$ cat src/rtl/rf_writeback_arbiter_if.sv
// Write-back bus between the result producers, the hazard unit and the
// register-file write port.
interface rf_writeback_arbiter_if;
  logic        pipe_valid;
  logic [4:0]  pipe_rd;
  logic [31:0] pipe_data;
  logic        mdu_valid;
  logic [4:0]  mdu_rd;
  logic [31:0] mdu_data;
  logic        mdu_ready;
  logic        wb_stall;
  logic [31:0] pending_mask;
  logic        rf_we;
  logic [4:0]  rf_waddr;
  logic [31:0] rf_wdata;

  modport slave (
    input  pipe_valid, pipe_rd, pipe_data, mdu_valid, mdu_rd, mdu_data,
    output mdu_ready, wb_stall, pending_mask, rf_we, rf_waddr, rf_wdata
  );

  modport master (
    output pipe_valid, pipe_rd, pipe_data, mdu_valid, mdu_rd, mdu_data,
    input  mdu_ready, wb_stall, pending_mask, rf_we, rf_waddr, rf_wdata
  );
endinterface

$ cat src/rtl/rf_writeback_arbiter.sv
// Single-port register-file write-back arbiter: pipeline results have priority,
// MDU results queue in a small FIFO and force a pipeline stall when they starve.
module rf_writeback_arbiter #(
  parameter int DEPTH        = 2,
  parameter int STARVE_LIMIT = 4
) (
  input logic                   clk,
  input logic                   rst,
  rf_writeback_arbiter_if.slave bus
);

  localparam int AW = $clog2(DEPTH);

  typedef logic [AW:0]   ptr_t;
  typedef logic [AW-1:0] idx_t;

  typedef struct packed {
    logic [4:0]  rd;
    logic [31:0] data;
  } wb_entry_t;

  localparam ptr_t       DEPTH_P   = ptr_t'(DEPTH);
  localparam logic [2:0] AGE_LIMIT = 3'(STARVE_LIMIT - 1);

  wb_entry_t   fifo_q [DEPTH];
  ptr_t        wr_ptr_q, rd_ptr_q;
  logic [2:0]  age_q;
  logic        stall_q;
  logic        rf_we_q;
  logic [4:0]  rf_waddr_q;
  logic [31:0] rf_wdata_q;

  ptr_t        count, count_next;
  logic        full, empty, push, pop;
  logic        grant_fifo, grant_pipe, grant_valid;
  logic [4:0]  grant_rd;
  logic [31:0] grant_data;
  logic [2:0]  age_next;
  logic        stall_next;
  logic [31:0] mask;
  wb_entry_t   head;

  assign count = wr_ptr_q - rd_ptr_q;
  assign full  = (count == DEPTH_P);
  assign empty = (wr_ptr_q == rd_ptr_q);
  assign head  = fifo_q[rd_ptr_q[AW-1:0]];

  // ready depends on occupancy only, so the MDU never sees a combinational loop
  assign push = bus.mdu_valid && !full;

  // Rule order: forced head grant, then pipeline, then opportunistic head grant.
  assign grant_fifo  = !empty && (stall_q || !bus.pipe_valid);
  assign grant_pipe  = bus.pipe_valid && !grant_fifo;
  assign grant_valid = grant_fifo || grant_pipe;
  assign grant_rd    = grant_fifo ? head.rd   : bus.pipe_rd;
  assign grant_data  = grant_fifo ? head.data : bus.pipe_data;
  assign pop         = grant_fifo;

  // NOTE: every always_comb output gets a default first so no path infers a latch.
  always_comb begin
    count_next = count + ptr_t'(push) - ptr_t'(pop);
    age_next   = '0;
    if (!empty && !pop)
      age_next = (age_q == 3'b111) ? age_q : age_q + 3'd1;
    stall_next = ((age_next >= AGE_LIMIT) && !pop) || (count_next == DEPTH_P);
  end

  // Slot i is live when its distance from the read pointer is below occupancy.
  always_comb begin
    mask = '0;
    for (int i = 0; i < DEPTH; i++) begin
      if (ptr_t'(idx_t'(i) - rd_ptr_q[AW-1:0]) < count)
        mask[fifo_q[i].rd] = 1'b1;
    end
    mask[0] = 1'b0;
  end

  // NOTE: payload storage carries no reset; the pointers alone define validity.
  always_ff @(posedge clk) begin
    if (push)
      fifo_q[wr_ptr_q[AW-1:0]] <= '{rd: bus.mdu_rd, data: bus.mdu_data};
  end

  // NOTE: sequential state uses non-blocking assignments so every register
  // samples pre-edge values regardless of statement order.
  always_ff @(posedge clk) begin
    if (rst) begin
      wr_ptr_q   <= '0;
      rd_ptr_q   <= '0;
      age_q      <= '0;
      stall_q    <= 1'b0;
      rf_we_q    <= 1'b0;
      rf_waddr_q <= '0;
      rf_wdata_q <= '0;
    end else begin
      if (push)
        wr_ptr_q <= wr_ptr_q + ptr_t'(1);
      if (pop)
        rd_ptr_q <= rd_ptr_q + ptr_t'(1);
      age_q   <= age_next;
      stall_q <= stall_next;
      // x0 writes are consumed but never reach the register file
      rf_we_q <= grant_valid && (grant_rd != 5'd0);
      if (grant_valid) begin
        rf_waddr_q <= grant_rd;
        rf_wdata_q <= grant_data;
      end
    end
  end

  assign bus.mdu_ready    = !full;
  assign bus.wb_stall     = stall_q;
  assign bus.pending_mask = mask;
  assign bus.rf_we        = rf_we_q;
  assign bus.rf_waddr     = rf_waddr_q;
  assign bus.rf_wdata     = rf_wdata_q;

endmodule

$ cat src/flat_wrapper.sv
// flat-port wrapper written by rule: the top's interface ports become plain ports
module rf_writeback_arbiter_flat 
#(
  parameter int DEPTH        = 2,
  parameter int STARVE_LIMIT = 4
)
  (clk, rst, bus_pipe_valid, bus_pipe_rd, bus_pipe_data, bus_mdu_valid, bus_mdu_rd, bus_mdu_data, bus_mdu_ready, bus_wb_stall, bus_pending_mask, bus_rf_we, bus_rf_waddr, bus_rf_wdata);
  rf_writeback_arbiter_if bus_i ();
  input logic clk;
  input logic rst;
  input wire logic [$bits(bus_i.pipe_valid)-1:0] bus_pipe_valid;
  input wire logic [$bits(bus_i.pipe_rd)-1:0] bus_pipe_rd;
  input wire logic [$bits(bus_i.pipe_data)-1:0] bus_pipe_data;
  input wire logic [$bits(bus_i.mdu_valid)-1:0] bus_mdu_valid;
  input wire logic [$bits(bus_i.mdu_rd)-1:0] bus_mdu_rd;
  input wire logic [$bits(bus_i.mdu_data)-1:0] bus_mdu_data;
  output wire logic [$bits(bus_i.mdu_ready)-1:0] bus_mdu_ready;
  output wire logic [$bits(bus_i.wb_stall)-1:0] bus_wb_stall;
  output wire logic [$bits(bus_i.pending_mask)-1:0] bus_pending_mask;
  output wire logic [$bits(bus_i.rf_we)-1:0] bus_rf_we;
  output wire logic [$bits(bus_i.rf_waddr)-1:0] bus_rf_waddr;
  output wire logic [$bits(bus_i.rf_wdata)-1:0] bus_rf_wdata;
  assign bus_i.pipe_valid = bus_pipe_valid;
  assign bus_i.pipe_rd = bus_pipe_rd;
  assign bus_i.pipe_data = bus_pipe_data;
  assign bus_i.mdu_valid = bus_mdu_valid;
  assign bus_i.mdu_rd = bus_mdu_rd;
  assign bus_i.mdu_data = bus_mdu_data;
  assign bus_mdu_ready = bus_i.mdu_ready;
  assign bus_wb_stall = bus_i.wb_stall;
  assign bus_pending_mask = bus_i.pending_mask;
  assign bus_rf_we = bus_i.rf_we;
  assign bus_rf_waddr = bus_i.rf_waddr;
  assign bus_rf_wdata = bus_i.rf_wdata;
  rf_writeback_arbiter #(.DEPTH(DEPTH), .STARVE_LIMIT(STARVE_LIMIT)) u_core (.clk(clk), .rst(rst), .bus(bus_i));
endmodule
$ cat config.mk
export PLATFORM = sky130hd
export DESIGN_NAME = rf_writeback_arbiter_flat
export DESIGN_NICKNAME = d
export VERILOG_FILES = /design/src/rtl/rf_writeback_arbiter_if.sv /design/src/rtl/rf_writeback_arbiter.sv /design/src/flat_wrapper.sv
export SDC_FILE = /design/constraint.sdc
export NUM_CORES = 1
export LEC_CHECK = 0
export CORE_MARGIN = 2
export CORE_UTILIZATION = 48
export DETAILED_ROUTE_END_ITERATION = 12
export PLACE_DENSITY = 0.81
export SLEW_MARGIN = 5
export SYNTH_ARGS = -nofsm -noshare
export SYNTH_HDL_FRONTEND = slang
export SYNTH_SLANG_ARGS = --single-unit
$ cat constraint.sdc
create_clock -name clk -period 3.68 [get_ports clk]
set_clock_uncertainty 0.1 [all_clocks]
set_input_delay 0.736 -clock clk [delete_from_list [all_inputs] [get_ports clk]]
set_output_delay 0.736 -clock clk [all_outputs]
set_load 0.01 [all_outputs]
==> impl_metrics.ini, run 1 <==
[status]
status = complete, no violations

[worst_setup_path]
arrival_ps = 2680
reg2reg_depth = 9
cp_max_fo = 8
r2r_start = u_core.wr_ptr_q[0]
cp.required_ps = 2840
cp.depth = 11
path_common_cell = inv_1
start_kind = register
cp_slowest_cell = dfxtp_1
worst_path_largest_cell_delay_ps = 340
crit_path_cell_trace = inv_1 -> ha_1 -> inv_1 -> ha_4 -> inv_1 -> ha_1 -> a21oi_4 -> buf_4 -> nand3_4 -> o22ai_1 -> dlygate4sd2_1
critPathCaptureType = primary output
cp-startpoint = u_core.wr_ptr_q[0]
crit_buf_inv = 5
r2r_setup_slack_ps = 1250
rr_endpoint = u_core.wr_ptr_q[1]
crit_family = adder cells
crit_end = bus_pending_mask[15]
crit_type = reg2out

[clock_network]
cts-root-buf = clkbuf_8
cts_max_path_buffers = 2
clkTransAtPathRegs_ps = 50
h-tree-depth = 4
clk_latency_ps = 500
cts.sinks = 121
cts_buffers = 17
hold_buffers = 0
cts_tree = yes

[grt]
grtUsageTotal_pct = 23.4
grt_pass1_wl_mm = 20.8
grt_start_max_net_pins = 41
grt_pass1_vias = 4139
grt.overflow.total = 0
antenna_found_initial = 0

[timing]
maxSlewHeadroom_pct = 51.9
fmaxAchievable_mhz = 284
tns_ps = 0
fin_crit_sh_pct = 95.7
hold_viol = 0
rsz0062_at_grt = no
setup_violations = 0
min_period_ps = 3520
tightest_slew_ps = 721
slew_viol_final = 0

[synth]
synthCells = 423
synthesis.nets = 508
ys_types = 39
syn_avg_cell_area_um2 = 12.3
synth_top_family_by_area = compound AO/OA/AOI/OAI gates
ys_warn_count = 0
synth_compound_area_share_pct = 15.8
synthAdderAreaFrac_pct = 1.68
synthMuxAreaShare_pct = 7.29
ys_ff_latch = 121
synth_edf_count = 74
synth-main-ff-cell = edfxtp_1
synth_xor_area_share_pct = 1.49
synthSimpleGateAreaFrac_pct = 8.85
async_flop_share_pct = 0
syn_area_um2 = 5220
ys_seq_area_share_pct = 60.6

[routing]
antenna_left = 0
viasPerCell = 5.62
routed_wirelength_mm = 13.2
first_iter_violations = 472
vias = 4055
dr.pass1.iters = 5
wl_per_cell_um = 18.4
drc_errors = 0

[placed_design]
routabilityCongestion = 0.768
dpl.cell_count = 685
io_buffers = 148
hpwl_mm = 8.88

[power_and_ir_drop]
swShare_pct = 34.7
power.switching_w = 0.00219
ir_drop_mv = 0.428
power.leakage_nw = 2.63
power.internal_w = 0.00411
clkPwrFrac_pct = 25.5
p_per_area_nw_per_um2 = 856
p_seq_share_pct = 34.7
power_frac_comb_pct = 39.7

[cells_and_area]
instances_no_fill = 721
fillCellCount = 766
post-route-util_pct = 68.7
drive_gt1_share_pct = 11.4
final_nets = 653
final_common_cell = clkdlybuf4s50_1
area_growth_pct = 41.0
regArea_um2 = 3170
layout_common_cells = 117 x clkdlybuf4s50_1, 74 x edfxtp_1, 68 x o22ai_1
multi_input_area_um2 = 1890
n_antenna_cell = 0

[run]
cap_violations = 0

[floorplanning]
start_util_pct = 48.8
core.rowCount = 38
io_pins = 150
die_h_um = 108
core-area_um2 = 10700
die-area_um2 = 11700
fp.dieW_um = 108

[min_path]
hold_class = reg2reg
[cells in the mapped netlist, types with 2 or more instances]
cell type / count / area (um2)
o2bb2ai_2: 2 / 30.0
nand2_1: 43 / 161
or3_1: 3 / 18.8
or3b_2: 2 / 17.5
nor2_1: 12 / 45.0
o2bb2ai_1: 35 / 307
a21oi_1: 3 / 15.0
dfxtp_1: 47 / 941
nor3_1: 3 / 15.0
edfxtp_1: 74 / 2220
nand3_1: 3 / 15.0
nor4_1: 4 / 25.0
or3b_1: 3 / 26.3
and2_1: 3 / 18.8
nand3b_1: 9 / 67.6
buf_6: 5 / 56.3
xnor2_1: 7 / 61.3
o22ai_1: 68 / 425
buf_2: 14 / 70.1
mux2i_1: 38 / 380
clkbuf_1: 14 / 52.6
inv_1: 8 / 30.0
ha_1: 7 / 87.6
[through the flow]
stage          setup WS [ps]  total power, W  cell area, um2  hold slack, ps
2_1_floorplan            924         0.00366            5220             390
3_3_place_gp             268         0.00452            6770             347
3_5_place_dp             100         0.00460            6770             346
4_1_cts                 38.0         0.00627            7360             365
5_1_grt                 25.7         0.00665            7350             379
6_report                 159         0.00630            7350             362
[sequential cells by signal, indices dropped and copies added, names as in the netlist, named ones only]
name / count
u_core.fifo_q: 74
u_core.bus.rf_wdata: 32
u_core.bus.rf_waddr: 5
u_core.age_q: 3
u_core.rd_ptr_q: 2
u_core.wr_ptr_q: 2
u_core.bus.rf_we: 1
u_core.bus.wb_stall: 1
[layout make-up]
cell class	count	area share (%)
Sequential cell	121	43.0
Tap cell	140	2.38
Clock inverter	9	1.67
Inverter	8	0.408
Timing Repair Buffer	161	20.6
Clock buffer	23	6.21
Multi-Input combinational cell	259	25.7
[metal layers]
metal	wire (um)	part of all wire (%)	global-route usage, %	up-vias
li1	-	-	-	1929
met1	5300	40	27.2	1939
met2	6680	50	39.8	159
met3	914	6.9	7.05	28
met4	340	2.6	10.8	0
met5	0	0	0	-
[kinds of logic (layout without fill, tap and decap cells)]
logic type                 after synthesis  in the layout
and+or+nand+nor                         91             91
muxes                                   38             38
DFF                                    121            121
adders and majority gates                7              7
other                                    1              1
AOI/OAI and AO/OA                      114            114
xor gates and xnor gates                 8              8
buffers and inverters                   43            201
[worst min-delay path by stage]
stage,from,to,slack (ps),cells past startpoint
after floorplan,u_core.bus.rf_waddr[0],u_core.bus.rf_waddr[0],390,1
after global placement,u_core.bus.rf_wdata[1],u_core.bus.rf_wdata[1],350,1
after detailed placement,u_core.bus.rf_wdata[29],u_core.bus.rf_wdata[29],350,1
after CTS,u_core.bus.rf_waddr[0],u_core.bus.rf_waddr[0],360,1
after global routing,u_core.bus.rf_wdata[13],u_core.bus.rf_wdata[13],380,1
final,u_core.bus.rf_wdata[21],u_core.bus.rf_wdata[21],360,1
[timing repair]
item	CTS	global route
setup endpoints to repair	31	16
setup buffers	3	1
pin swaps	3	1
gates resized for setup	37	18
[worst register-to-register path, stage by stage, from the launching register on]
cell and delay [ps]:
dfxtp_1 390, inv_1 70, ha_1 170, inv_1 90, ha_4 210, a21boi_1 310
and2_2 420, buf_4 340, xnor2_1 150, nor2_1 50
[power by group through the flow]
stage / Sequential [W] / Clock, W / Combinational, W
floorplan: 0.00218 / 0 / 0.00148
global placement: 0.00218 / 0 / 0.00234
detailed placement: 0.00220 / 0 / 0.00240
CTS: 0.00219 / 0.00162 / 0.00246
global route: 0.00223 / 0.00170 / 0.00272
finish: 0.00219 / 0.00161 / 0.00250
Note: power is estimated with default switching activity, not from simulation.
==> run 2: changes to the inputs <==
Settings changed: ABC_AREA set to 0.
==> results of run 2 <==
The final DEF is identical to that of run 1; final timing and power are the same.
